`config.mk`:
```
export PLATFORM = sky130hd
export DESIGN_NAME = fir_mc_serial
export DESIGN_NICKNAME = d
export VERILOG_FILES = /design/src/rtl/fir_mc_serial.sv
export SDC_FILE = /design/constraint.sdc
export NUM_CORES = 1
export LEC_CHECK = 0
export ABC_CLOCK_PERIOD_IN_PS = 25000
export CAP_MARGIN = 20
export CORE_MARGIN = 2
export CORE_UTILIZATION = 60
export DETAILED_ROUTE_END_ITERATION = 8
export PLACE_DENSITY = 0.75
export RECOVER_POWER = 100
export SLEW_MARGIN = 30
export SYNTH_ARGS = -nofsm -noshare
export SYNTH_HDL_FRONTEND = slang
export SYNTH_SLANG_ARGS = --single-unit
```
`constraint.sdc`:
```
create_clock -name clk -period 25 [get_ports clk]
set_input_delay 2.5 -clock clk [delete_from_list [all_inputs] [get_ports clk]]
set_output_delay 2.5 -clock clk [all_outputs]
set_load 0.01 [all_outputs]
```
`src/rtl/fir_mc_serial.sv`:
```
// Time-multiplexed multi-channel FIR: one shared MAC walks all taps of the selected
// channel per accepted sample. Per-channel delay lines, shared coefficient bank. Active-low async reset.
module fir_mc_serial #(
  parameter int IN_WIDTH  = 8,
  parameter int TAPS      = 8,
  parameter int CHANNELS  = 2,
  parameter int OUT_SHIFT = 0,
  parameter int OUT_WIDTH = 16,
  localparam int CNT_W = $clog2(TAPS),
  localparam int CH_W  = (CHANNELS > 1) ? $clog2(CHANNELS) : 1,
  localparam int ACC_W = 2*IN_WIDTH + CNT_W + 1
) (
  input  logic                 clk,
  input  logic                 reset,
  input  logic                 in_valid,
  output logic                 in_ready,
  input  logic [IN_WIDTH-1:0]  in_data,
  input  logic [CH_W-1:0]      in_ch,
  input  logic                 coef_we,
  input  logic [CNT_W-1:0]     coef_addr,
  input  logic [IN_WIDTH-1:0]  coef_data,
  output logic                 out_valid,
  input  logic                 out_ready,
  output logic [OUT_WIDTH-1:0] out_data,
  output logic [CH_W-1:0]      out_ch,
  output logic                 out_sat,
  output logic                 busy
);

  // One guard bit above the accumulator so rounding and clamping never wrap.
  localparam int RW = (ACC_W + 1 > OUT_WIDTH) ? ACC_W + 1 : OUT_WIDTH + 1;
  localparam logic signed [RW-1:0] RND     = RW'((2 ** OUT_SHIFT) / 2);
  localparam logic signed [RW-1:0] SAT_MAX = (RW'(1) << (OUT_WIDTH - 1)) - RW'(1);
  localparam logic signed [RW-1:0] SAT_MIN = ~SAT_MAX;
  localparam logic [CNT_W-1:0]     K_LAST  = CNT_W'(TAPS - 1);
  localparam logic [CH_W:0]        CH_LIM  = (CH_W + 1)'(CHANNELS);

  typedef enum logic [1:0] {S_IDLE, S_MAC, S_OUT} state_t;

  state_t                  r_state;
  logic [CNT_W-1:0]        r_k;
  logic [CH_W-1:0]         r_ch;
  logic signed [ACC_W-1:0] r_acc;
  logic                    r_out_valid;
  logic [OUT_WIDTH-1:0]    r_out_data;
  logic [CH_W-1:0]         r_out_ch;
  logic                    r_out_sat;

  logic                        w_accept;
  logic                        w_ch_ok;
  logic                        w_load;
  logic signed [IN_WIDTH-1:0]  w_ch_tap [CHANNELS];
  logic signed [IN_WIDTH-1:0]  w_coef_arr [TAPS];
  logic signed [IN_WIDTH-1:0]  w_tap;
  logic signed [IN_WIDTH-1:0]  w_coef;
  logic signed [2*IN_WIDTH-1:0] w_prod;
  logic signed [ACC_W-1:0]     w_acc_sum;
  logic signed [RW-1:0]        w_acc_ext;
  logic signed [RW-1:0]        w_rounded;
  logic                        w_sat_hi;
  logic                        w_sat_lo;
  logic [OUT_WIDTH-1:0]        w_out_data;

  assign in_ready  = reset && (r_state == S_IDLE);
  assign busy      = (r_state != S_IDLE);
  assign out_valid = r_out_valid;
  assign out_data  = r_out_data;
  assign out_ch    = r_out_ch;
  assign out_sat   = r_out_sat;

  // Out-of-range channels are still accepted (handshake completes) but then discarded.
  assign w_accept = in_valid && in_ready;
  assign w_ch_ok  = ({1'b0, in_ch} < CH_LIM);
  assign w_load   = w_accept && w_ch_ok;

  genvar gi;
  generate
    for (gi = 0; gi < CHANNELS; gi++) begin : g_ch
      logic signed [IN_WIDTH-1:0] r_line [TAPS];
      logic                       w_shift;

      assign w_shift = w_load && (in_ch == CH_W'(gi));

      always_ff @(posedge clk or negedge reset) begin
        if (!reset) begin
          for (int t = 0; t < TAPS; t++) r_line[t] <= '0;
        end else if (w_shift) begin
          r_line[0] <= $signed(in_data);
          for (int t = 1; t < TAPS; t++) r_line[t] <= r_line[t-1];
        end
      end

      assign w_ch_tap[gi] = r_line[r_k];
    end

    // Writes land only while idle, so a same-cycle accept already sees the new value.
    for (gi = 0; gi < TAPS; gi++) begin : g_coef
      logic signed [IN_WIDTH-1:0] r_coef;

      always_ff @(posedge clk or negedge reset) begin
        if (!reset) begin
          r_coef <= '0;
        end else if (coef_we && !busy && (coef_addr == CNT_W'(gi))) begin
          r_coef <= $signed(coef_data);
        end
      end

      assign w_coef_arr[gi] = r_coef;
    end
  endgenerate

  assign w_tap     = w_ch_tap[r_ch];
  assign w_coef    = w_coef_arr[r_k];
  assign w_prod    = w_coef * w_tap;
  assign w_acc_sum = r_acc + {{(ACC_W - 2*IN_WIDTH){w_prod[2*IN_WIDTH-1]}}, w_prod};
  assign w_acc_ext = {{(RW - ACC_W){w_acc_sum[ACC_W-1]}}, w_acc_sum};
  assign w_rounded = (w_acc_ext + RND) >>> OUT_SHIFT;
  assign w_sat_hi  = (w_rounded > SAT_MAX);
  assign w_sat_lo  = (w_rounded < SAT_MIN);
  assign w_out_data = w_sat_hi ? SAT_MAX[OUT_WIDTH-1:0] :
                      w_sat_lo ? SAT_MIN[OUT_WIDTH-1:0] :
                                 w_rounded[OUT_WIDTH-1:0];

  always_ff @(posedge clk or negedge reset) begin
    if (!reset) begin
      r_state     <= S_IDLE;
      r_k         <= '0;
      r_ch        <= '0;
      r_acc       <= '0;
      r_out_valid <= 1'b0;
      r_out_data  <= '0;
      r_out_ch    <= '0;
      r_out_sat   <= 1'b0;
    end else begin
      case (r_state)
        S_IDLE: begin
          if (w_load) begin
            r_ch    <= in_ch;
            r_acc   <= '0;
            r_k     <= '0;
            r_state <= S_MAC;
          end
        end
        S_MAC: begin
          r_acc <= w_acc_sum;
          r_k   <= r_k + 1'b1;
          // Final product is folded in on the same edge that registers the result.
          if (r_k == K_LAST) begin
            r_state     <= S_OUT;
            r_out_valid <= 1'b1;
            r_out_data  <= w_out_data;
            r_out_ch    <= r_ch;
            r_out_sat   <= w_sat_hi || w_sat_lo;
          end
        end
        S_OUT: begin
          if (out_ready) begin
            r_out_valid <= 1'b0;
            r_state     <= S_IDLE;
          end
        end
        default: r_state <= S_IDLE;
      endcase
    end
  end

endmodule

```
Word level (Yosys, flattened, before mapping)
Index checks and enable logic that the tools add are counted.
{ "totals": {"latch_bits": 0, "inputBits": 25, "ff_bits": 237, "romBits": 0, "output_inout_bits": 21, "memories": 0, "elab_cells": 105, "ram_bits": 0} }
{ "classes": {"n_eq_ne": 13, "shift": 0, "div_mod_pow": 0, "n_reduce_logical": 25, "n_addsub": 2, "n_mux": 25, "bitwise_logic": 3, "magnitude_cmp": 4, "mul": 1} }
{ "ops": {"columns": ["op", "n"], "rows": [
  ["$bmux 8 s3", 3],
  ["$mux 8", 9],
  ["$pmux 20 s2", 1],
  ["$mux 16", 2],
  ["$add 20x20->20", 1],
  ["$gt 20x16->1 const B", 1],
  ["$lt 20x16->1 const B", 1],
  ["$mux 20", 1],
  ["$mul 8x8->16", 1],
  ["$eq 3x3->1 const B", 5],
  ["$logic_and 1x1->1", 13],
  ["$eq 3x2->1 const B", 2],
  ["$mux 2", 3],
  ["$ne 2x2->1 const B", 3],
  ["$pmux 2 s3", 1],
  ["$pmux 3 s2", 1],
  ["$reduce_and 2->1", 3],
  ["$reduce_and 3->1", 2],
  ["$reduce_bool 2->1", 3],
  ["$ge 4x4->1 const B", 1],
  ["$not 3->4", 1],
  ["$add 3x1->3 const B", 1],
  ["$eq 3x1->1 const B", 1],
  ["$logic_not 3->1", 1],
  ["other kinds (11)", 12]
]} }

Longest topological paths before layout
{ "logic_depth": {"ltp_word": 12, "mapped_depth": 36, "depth_no_buf": 31} }

Worst setup path after synthesis
Ideal clock, no wire load.
{ "synth_timing": {"path_kind": "register to register", "startpoint": "register r_k[0]", "endpoint": "register r_out_data[10], in the netlist out_data[10]", "t_required_ns": 24.856, "n_path_buf": 5, "synth_period_minus_slack_ns": 8.197, "path_stages_with_launch": 31, "setup_time_ns": 0.144, "arrival_time_ns": 8.053, "path_slack_ns": 16.803, "path_cell_list": "dfrtp_1 clkbuf_1 buf_2 buf_2 mux4_2 mux2i_1 nand2b_1 fa_1 fa_1 inv_1 fa_1 fa_1 ha_1 o21ai_0 a21boi_0 o21ai_0 a21boi_0 o21ai_0 a2111o_1 o311ai_0 ha_1 and2_1 clkbuf_1 a21o_1 a31o_1 or4_1 o2111ai_2 nand4_2 nand4_2 buf_6 o311ai_2"} }
{ "synth_between": {"elab_chain_cells": 12, "elab_cells_between_ends": 21, "cone_classes": "add/sub: 1; mul: 1; order compare: 2; eq/ne: 1; mux: 14; bitwise: 1; reduce/logical: 1"} }
{ "synth_rtl": {"columns": ["element", "line", "source"], "rows": [
  ["start: declaration", "41", "logic [CNT_W-1:0] r_k;"],
  ["start signal: assignment", "146", "r_k <= r_k + 1'b1;"],
  ["$not 3->4 (implied by the code)", "93, 113", null],
  ["$bmux 8 s3", "93", "assign w_ch_tap[gi] = r_line[r_k];"],
  ["$mux 8 (implied by the code) (2 in a row)", "93", null],
  ["$mux 8 (implied by the code) (3 in a row)", "112", "assign w_tap = w_ch_tap[r_ch];"],
  ["$mul 8x8->16", "114", "assign w_prod = w_coef * w_tap;"],
  ["$add 20x20->20", "115", "assign w_acc_sum = r_acc + {{(ACC_W - 2*IN_WIDTH){w_prod[2*IN_WIDTH-1]}}, w_prod};"],
  ["$lt 20x16->1", "119", "assign w_sat_lo = (w_rounded < SAT_MIN);"],
  ["$mux 16", "121", "w_sat_lo ? SAT_MIN[OUT_WIDTH-1:0] :"],
  ["$mux 16", "120", "assign w_out_data = w_sat_hi ? SAT_MAX[OUT_WIDTH-1:0] :"],
  ["end signal: assignment", "151", "r_out_data <= w_out_data;"],
  ["end: declaration", "45", "logic [OUT_WIDTH-1:0] r_out_data;"]
]} }
Several ways; a longest one is shown, not always the timed one. The select of a mux whose other input is x is not followed.
A chain may end at the register's enable or synchronous reset.

Worst setup path after layout
{ "layout_timing": {"startpoint": "register r_k[1]", "endpoint": "register r_out_data[11], in the netlist out_data[11]"} }
Same word-level chain as after synthesis.

==> impl_metrics.csv <==
group,metric,value,unit
synthesis,synth_seq_cells,237,
layout,drive_above_1_share,27.02,%
synthesis,synthFlopType,"dfrtp_1",
clocking,cts_tree,"built",
floorplan,die_w,156.4,µm
sta,fin_skew,12.30,ps
setup_path,slowest_delay,2180,ps
grt,grt_pass1_wl,46220,µm
layout,final_area,15390,µm²
layout,stdcell_count,1447,
layout,multiInputGateArea,7445,µm²
setup_path,crit_path_top_delay_cell,"clkbuf_1",
synthesis,yosysUniqueCellTypes,66,
setup_path,criticalPathCategory,"register to register",
grt,grt-ovfl-total,0,
floorplan,core,22710,µm²
setup_path,end_kind,"register",
setup_path,cp.required,25370,ps
clocking,postCtsSetupBuffers,0,
clocking,cts_inserted_buffers,26,
clocking,post_cts_resized,0,
layout,diodes,0,
synthesis,syn_area_per_cell,12.63,µm²
sta,worst_pin_slew,4296,ps
setup_path,cp_max_fo,50,
floorplan,io_pins,46,
routing,drt-initial-drc-count,519,
grt,grt_max_degree,84,
layout,regArea,5937,µm²
synthesis,synthTopCellsByArea,"dfrtp_1 43%, mux2_2 16%, fa_1 8.0%",
placement,placedCellCount,1400,
routing,vias,8648,
setup_path,worstPathArrival,11660,ps
clocking,clk_latency,540,ps
setup_path,start_kind,"register",
synthesis,syn_nets,1236,
sta,finalSetupTns,0,ps
clocking,cts-root-buf,"clkbuf_16",
synthesis,yosys.area.top_type,"dfrtp_1",
placement,placed_area,14660,µm²
clocking,clk_pin_slew,60,ps
routing,antenna_left,0,
grt,antenna_found_initial,0,
clocking,hold_buffers,0,
layout,layout.nets,1276,
placement,dp_hpwl,18840,µm
sta,setup_viol,0,
synthesis,yosysTopAreaCellShare,42.58,%
synthesis,async_reset_ff_share,100.0,%
run_status,status,"complete, but fails checks",
sta,clock.fmax,88.54,MHz
routing,drc,0,
grt,grt_usage,23.68,%
grt,grt_pass1_vias,9101,
floorplan,die_y,156.4,µm
clocking,cts_buffer_depth,3,
synthesis,yosys_warnings,0,
routing,routed_via_density,5.977,
placement,place_congestion,0.8956,
clocking,clock_sinks,237,
synthesis,synth_area,13930,µm²
floorplan,dieArea,24450,µm²
floorplan,start_util,61.33,%
sta,maxSlewHeadroom,-186.4,%
synthesis,synth_edf_count,0,
sta,slew_viol_final,408,
setup_path,cp_common_cell,"o21ai_0",
routing,wirelength,27530,µm
sta,fin_crit,11290,ps
layout,fillCellCount,1656,
flow_run,cap_violations,7,
clocking,cts_max_level,1,
routing,wl_per_cell,19.03,µm
sta,period_share,45.18,%
routing,firstDrtPassIters,5,
hold_path,min_path_type,"register to register",
layout,postLayoutCoreUtil,67.79,%
layout,area_delta_synth_final,10.53,%
placement,port_buffers,45,
synthesis,synthCells,1103,
sta,hold_viol_final,0,
run_status,failed_checks,"max-capacitance violations, max-slew violations",
sta,rsz0062_at_grt,"false",
floorplan,num_rows,55,
synthesis,yosysSeqAreaShare,42.58,%
layout make-up:
type	count	share of cell area (%)
clock buffer	38	4.909
clock inverter	9	0.5852
inverter	81	1.975
multi-input combinational	742	48.36
sequential	237	38.57
tap	285	2.317
timing repair buffer	55	3.284
logic make-up (layout without fill, tap and decap cells):
logic type | count (synthesis) | count (layout) | synth area share (%)
AND/OR/NAND/NOR | 208 | 208 | 7.259
XOR/XNOR | 29 | 29 | 1.923
multiplexers | 266 | 266 | 25.33
buffers and inverters | 124 | 183 | 3.504
AO/OA/AOI/OAI | 131 | 131 | 6.675
adder cells (fa/ha/maj) | 108 | 108 | 12.72
flip-flops | 237 | 237 | 42.58
cell usage in the layout, fill, tap and decap left out, types with 5 or more instances in the layout:
cell             instances
mux4_2                  49
clkbuf_1                14
dlygate4sd3_1           22
and3_1                   6
fa_1                    56
o311ai_0                12
nand2b_1                14
clkbuf_16               26
inv_1                   81
ha_1                    52
clkbuf_8                 6
a21o_1                   6
xor2_1                  10
nand3_1                  8
nand2_1                 77
clkdlybuf4s50_1         22
xnor2_1                 18
mux2_2                 202
mux2i_1                 14
a21oi_1                 30
o21ai_0                 35
o21ai_1                  5
dfrtp_1                234
nor2b_1                 17
nor2_1                  55
a22o_1                   5
o2111ai_1                5
or2_2                    6
flip-flops by register name, summed over array words and instances, names as in the netlist:
signal	count
r_k	3
g_coef.r_coef	64
g_ch.r_line	128
out_ch	1
out_sat	1
r_ch	1
r_acc	20
r_state	2
out_data	16
out_valid	1
routing by layer:
layer / vias up / part of all wire, % / track usage (%)
met4: 0 / 2.3 / 6.859
met1: 4418 / 44 / 32.15
li1: 4013 / - / -
met2: 167 / 49 / 40.05
met3: 50 / 4.2 / 3.545
met5: - / 0 / 0
metrics by stage:
| stage | hold WS, ps | setup WS [ps] |
|---|---|---|
| floorplan | 456.3 | 16800 |
| global placement | 470.7 | 15610 |
| detailed placement | 475.9 | 15600 |
| CTS | 490.2 | 15520 |
| global route | 515.3 | 12890 |
| finish | 479.9 | 13710 |
worst paths after layout:
path	startpoint	endpoint	slack, ps	depth (start not counted)
setup reg to reg	r_k[1]	out_data[11]	13710	29
setup / recovery	r_k[1]	out_data[11]	13710	29
max in group asynchronous	reset	g_coef[3].r_coef[0]	16240	3
min in group asynchronous	reset	out_data[1]	2810	1
hold reg to reg	out_data[14]	out_data[14]	480	2
hold / removal	out_data[14]	out_data[14]	480	2
synthesized netlist by cell type, types with 3 or more instances:
cell and n:
dfrtp_1 237, mux2_2 202, inv_1 81, nand2_1 78, fa_1 56, nor2_1 54, ha_1 52, mux4_2 49
o21ai_0 34, a21oi_1 30, clkbuf_1 28, xnor2_1 18, nor2b_1 17, mux2i_1 15, nand2b_1 14, xor2_1 10
nand3_1 8, buf_1 7, a21o_1 6, and3_1 6, buf_2 6, o21ai_1 6, o311ai_0 6, o311ai_2 6
or2_2 6, a22o_1 5, and2_1 4, o2111ai_1 4, o211ai_1 4, o21bai_1 4, a21boi_0 3, nor3_1 3
o22ai_1 3
worst max-delay path: cells and delay by family (launching register included):
family,cells,cell delay (ps)
AOI/OAI and AO/OA,11,3200
adders and majority gates,6,2550
buffers and inverters,3,2280
and+or+nand+nor,7,1940
muxes,2,770
DFF,1,340
Power is not shown: default switching activity piles up to over one toggle a cycle in this logic, so the estimate is an artifact.
